### config.mk
export PLATFORM = sky130hd
export DESIGN_NAME = nemo_spi_sequencer
export DESIGN_NICKNAME = d
export VERILOG_FILES = /design/src/rtl/nemo_spi_sequencer.sv
export SDC_FILE = /design/constraint.sdc
export NUM_CORES = 1
export LEC_CHECK = 0
export ABC_AREA = 1
export CAP_MARGIN = 10
export CELL_PAD_IN_SITES_DETAIL_PLACEMENT = 1
export CELL_PAD_IN_SITES_GLOBAL_PLACEMENT = 2
export CORE_MARGIN = 4
export CORE_UTILIZATION = 32
export CTS_CLUSTER_DIAMETER = 150
export DETAILED_ROUTE_END_ITERATION = 8
export PLACE_DENSITY_LB_ADDON = 0.1
export SYNTH_ARGS = -nofsm -noshare
export SYNTH_HDL_FRONTEND = slang
export SYNTH_SLANG_ARGS = --single-unit
### constraint.sdc
create_clock -name clk -period 3.4 [get_ports clk]
set_clock_uncertainty 0.05 [all_clocks]
set_input_delay 0.51 -clock clk [delete_from_list [all_inputs] [get_ports clk]]
set_output_delay 0.51 -clock clk [all_outputs]
set_load 0.1 [all_outputs]
### src/rtl/nemo_spi_sequencer.sv
// nemo_spi_sequencer
// Sequencer that sits in front of the SPI monarch for the NEMO gyro. After
// power-up it waits for the sensor, issues three configuration writes and
// then turns every data-ready interrupt into a yaw-low/yaw-high read pair.
// The two bytes are assembled into a 16-bit yaw rate.

module nemo_spi_sequencer #(
    parameter int          INIT_WAIT_W   = 16,
    parameter logic [15:0] CFG_INT_CMD   = 16'h0D02,
    parameter logic [15:0] CFG_GYRO_CMD  = 16'h1160,
    parameter logic [15:0] CFG_ROUND_CMD = 16'h1440,
    parameter logic [15:0] RD_YAWL_CMD   = 16'hA600,
    parameter logic [15:0] RD_YAWH_CMD   = 16'hA700
) (
    input  logic        clk,
    input  logic        rst_n,
    input  logic        INT,
    input  logic        done,
    input  logic [15:0] rd_data,
    output logic        wrt,
    output logic [15:0] cmd,
    output logic        setup_done,
    output logic [15:0] yaw_rt,
    output logic        vld
);

    typedef enum logic [2:0] {
        INIT_WAIT,
        CFG_INT,
        CFG_GYRO,
        CFG_ROUND,
        WAIT_INT,
        RD_YAWL,
        RD_YAWH
    } state_t;

    state_t                 state;
    state_t                 next_state;
    logic                   int_ff1;
    logic                   int_ff2;
    logic [INIT_WAIT_W-1:0] wait_cnt;
    logic [7:0]             yaw_lo;

    logic                   wrt_nxt;
    logic [15:0]            cmd_nxt;
    logic                   setup_nxt;
    logic                   vld_nxt;
    logic                   cap_lo;
    logic                   load_yaw;

    // Only the low byte of each read carries yaw data; the echo byte is dropped.
    logic                   unused_rd_hi;
    assign unused_rd_hi = ^rd_data[15:8];

    // Two-flop synchronizer for the asynchronous sensor interrupt.
    always_ff @(posedge clk or negedge rst_n) begin
        if (!rst_n) begin
            int_ff1 <= 1'b0;
            int_ff2 <= 1'b0;
        end else begin
            int_ff1 <= INT;
            int_ff2 <= int_ff1;
        end
    end

    // Power-up wait counter; runs only while waiting and rests at zero afterwards.
    always_ff @(posedge clk or negedge rst_n) begin
        if (!rst_n) begin
            wait_cnt <= '0;
        end else if (state == INIT_WAIT) begin
            wait_cnt <= wait_cnt + 1'b1;
        end else begin
            wait_cnt <= '0;
        end
    end

    // State register.
    always_ff @(posedge clk or negedge rst_n) begin
        if (!rst_n) begin
            state <= INIT_WAIT;
        end else begin
            state <= next_state;
        end
    end

    // Next-state logic: every transaction-bound state advances only on done.
    always_comb begin
        next_state = state;
        case (state)
            INIT_WAIT: if (&wait_cnt) next_state = CFG_INT;
            CFG_INT:   if (done)      next_state = CFG_GYRO;
            CFG_GYRO:  if (done)      next_state = CFG_ROUND;
            CFG_ROUND: if (done)      next_state = WAIT_INT;
            WAIT_INT:  if (int_ff2)   next_state = RD_YAWL;
            RD_YAWL:   if (done)      next_state = RD_YAWH;
            RD_YAWH:   if (done)      next_state = WAIT_INT;
            default:                  next_state = INIT_WAIT;
        endcase
    end

    // Output decode: launches the next SPI word together with its start pulse.
    always_comb begin
        wrt_nxt   = 1'b0;
        cmd_nxt   = cmd;
        setup_nxt = setup_done;
        vld_nxt   = 1'b0;
        cap_lo    = 1'b0;
        load_yaw  = 1'b0;
        case (state)
            INIT_WAIT: begin
                if (&wait_cnt) begin
                    wrt_nxt = 1'b1;
                    cmd_nxt = CFG_INT_CMD;
                end
            end
            CFG_INT: begin
                if (done) begin
                    wrt_nxt = 1'b1;
                    cmd_nxt = CFG_GYRO_CMD;
                end
            end
            CFG_GYRO: begin
                if (done) begin
                    wrt_nxt = 1'b1;
                    cmd_nxt = CFG_ROUND_CMD;
                end
            end
            CFG_ROUND: begin
                if (done) setup_nxt = 1'b1;
            end
            WAIT_INT: begin
                if (int_ff2) begin
                    wrt_nxt = 1'b1;
                    cmd_nxt = RD_YAWL_CMD;
                end
            end
            RD_YAWL: begin
                if (done) begin
                    cap_lo  = 1'b1;
                    wrt_nxt = 1'b1;
                    cmd_nxt = RD_YAWH_CMD;
                end
            end
            RD_YAWH: begin
                if (done) begin
                    load_yaw = 1'b1;
                    vld_nxt  = 1'b1;
                end
            end
            default: begin
                wrt_nxt = 1'b0;
            end
        endcase
    end

    // Registered outputs and yaw assembly; yaw_rt only moves together with vld.
    always_ff @(posedge clk or negedge rst_n) begin
        if (!rst_n) begin
            wrt        <= 1'b0;
            cmd        <= 16'h0000;
            setup_done <= 1'b0;
            vld        <= 1'b0;
            yaw_lo     <= 8'h00;
            yaw_rt     <= 16'h0000;
        end else begin
            wrt        <= wrt_nxt;
            cmd        <= cmd_nxt;
            setup_done <= setup_nxt;
            vld        <= vld_nxt;
            if (cap_lo)   yaw_lo <= rd_data[7:0];
            if (load_yaw) yaw_rt <= {rd_data[7:0], yaw_lo};
        end
    end

endmodule
==> results.yml <==
outcome:
  status: "finished clean"
synthesis:
  synthMostInstantiatedCell: "nand2_1"
  synthCells: 273
  synth_top_cell_by_area: "dfrtp_1"
  synth-edff-count: 0
  synth_top_area_share_pct: 55.93
  async_flop_share_pct: 100.0
  synth_seq_cells: 54
  seq_area_frac_synth_pct: 55.93
  synth_area_leaders: "dfrtp_1 56%, nand2_1 13%, inv_1 4.8%"
  syn_area_sq_um: 2416
  avgSynthCellArea_sq_um: 8.850
  yosys-top-cells-count: "82 x nand2_1, 54 x dfrtp_1, 31 x inv_1"
  yosysWarningCount: 0
  synth.distinct_cells: 27
  synthFlopType: "dfrtp_1"
routing:
  viasPerCell: 4.456
  routed_wl_mm: 5.117
  ant_nets: 0
  vias: 1836
  drc: 0
  dr.pass1.iters: 4
  drt_iter0_drc: 83
  wl_per_cell_microns: 12.42
floorplan:
  coreArea_sq_um: 7292
  start_util_pct: 33.13
  dieHeight_microns: 94.89
  die_area_sq_um: 9004
  fp.dieW_microns: 94.89
  ios: 55
  row_count: 31
cts:
  post_cts_buffers: 0
  htreeDepth: 2
  cts_buffer_depth: 2
  post_cts_resized: 0
  root_buffer: "clkbuf_8"
  cts_tree: "yes"
  hold_buffers: 0
  path_clk_slew_ns: 0.10
  cts_num_sinks: 54
  numCtsBuffers: 5
  insertion_delay_ns: 0.31
setup_path:
  slowest_delay_ns: 1.15
  path_max_fanout: 4
  end_kind: "output pin"
  critical_path_required_ns: 2.84
  cp_top_family: "buffers and inverters"
  reg2regPathDepth: 7
  r2r_start: "state[0]"
  path_buf_inv: 1
  cp_num_cells: 1
  cp_data_arrival_time_ns: 1.87
  cp_slowest_cell: "clkdlybuf4s50_1"
  path_class: "reg -> out"
  worstPathCellList: "clkdlybuf4s50_1"
  start_kind: "register"
  cp-startpoint: "cmd[13]"
layout:
  area_delta_synth_final_pct: 22.01
  utilization_pct: 40.43
  n_antenna_cell: 0
  nNetsFinal: 333
  layout-drive-gt1-share_pct: 8.946
run:
  maxCapViolCount: 0
sta:
  finalMaxSlewViolations: 0
  period_share_pct: 71.48
  relSlewSlack_pct: 33.22
  hold_viol_final: 0
  setup_slack_ns: 0.9697
  fmax_mhz: 411.5
  min_period_ns: 2.430
  tns_ns: 0
  rsz0062_at_grt: "no"
  setup_viol_count_final: 0
  worst_slew_pin_slew_ns: 0.9986
placement:
  dp_hpwl_mm: 3.796
  portBuffers: 40
  place_congestion: 0.7560
  dp_slack_ns: 1.131
grt:
  first_global_vias: 1944
  overflow: 0
  grt_usage_pct: 12.59
  grt_pass1_wl_mm: 9.032
  antenna_found_initial: 0
  grt_max_degree: 29
pwr:
  ir_worst_vdd_mv: 0.5019
  power.density_nw_per_um2: 1020
  power_leakage_uw: 0.001371
worst_hold_path:
  hold_class: "in -> async"
[where the power goes]
part           internal [uW]  leakage (uW)  switching [uW]
combinational            368      0.000626            1320
sequential               827      0.000700             125
clock                    150     0.0000458             220
[path summary, 6_finish.rpt]
check                             to  slack, ns
setup / recovery             cmd[13]       0.97
hold / removal                   vld       0.01
setup reg to reg            state[0]       1.45
hold reg to reg              int_ff2       0.30
max in group asynchronous  yaw_rt[4]       2.64
min in group clk             int_ff2       0.30
[final cells by class]
type | count | area (sq um)
Inverter | 32 | 122.6
Clock inverter | 2 | 17.52
Sequential cell | 54 | 1351
Multi-Input combinational cell | 177 | 849.6
Clock buffer | 6 | 72.57
Timing Repair Buffer | 42 | 410.4
Fill cell | 910 | 4344
Tap cell | 99 | 123.9
[logic make-up after synthesis]
family / Yosys count / share of synthesized area (%)
simple gates: 130 / 23.72
flops: 54 / 55.93
xor+xnor: 1 / 0.3626
other cells: 1 / 0.1552
fa+ha+maj: 1 / 0.5178
compound gates: 39 / 9.633
buf+inv: 47 / 9.684
[flip-flops by register name, indices dropped and copies added (netlist names)]
| name | flops |
|---|---|
| vld | 1 |
| wrt | 1 |
| state | 3 |
| yaw_lo | 8 |
| wait_cnt | 16 |
| int_ff2 | 1 |
| cmd | 6 |
| setup_done | 1 |
| int_ff1 | 1 |
| yaw_rt | 16 |
[cells in the final DEF (no fill, tap or decap), drive strengths merged]
cell,n
clkdlybuf4s50,39
nand4,5
nor3,3
nor2,25
buf,3
ha,1
inv,33
o21bai,2
o211ai,1
conb,6
nor3b,1
clkinv,1
xnor2,1
clkbuf,6
o21ai,28
dfrtp,54
nand3,11
nand2,85
a21oi,8
[per-layer routing]
metal / routed length [microns] / vias up / share of wire [%] / GRT usage [%]
met4: 48 / 0 / 0.94 / 3.606
li1: - / 919 / - / -
met5: 0 / - / 0 / 0
met1: 2433 / 878 / 48 / 15.91
met3: 251 / 4 / 4.9 / 3.267
met2: 2383 / 35 / 47 / 21.20
[stage by stage]
step                      hold WS, ns  instances  total power [uW]  cell area, sq um
after floorplan                0.1644        278              2290              2435
after global placement         0.2850        404              2649              2858
after detailed placement       0.2863        404              2668              2858
after CTS                     0.01190        412              3059              2948
after global routing          0.01299        412              3197              2948
final                         0.01180        412              3006              2948
No activity file was read; power rests on OpenSTA's default activity.
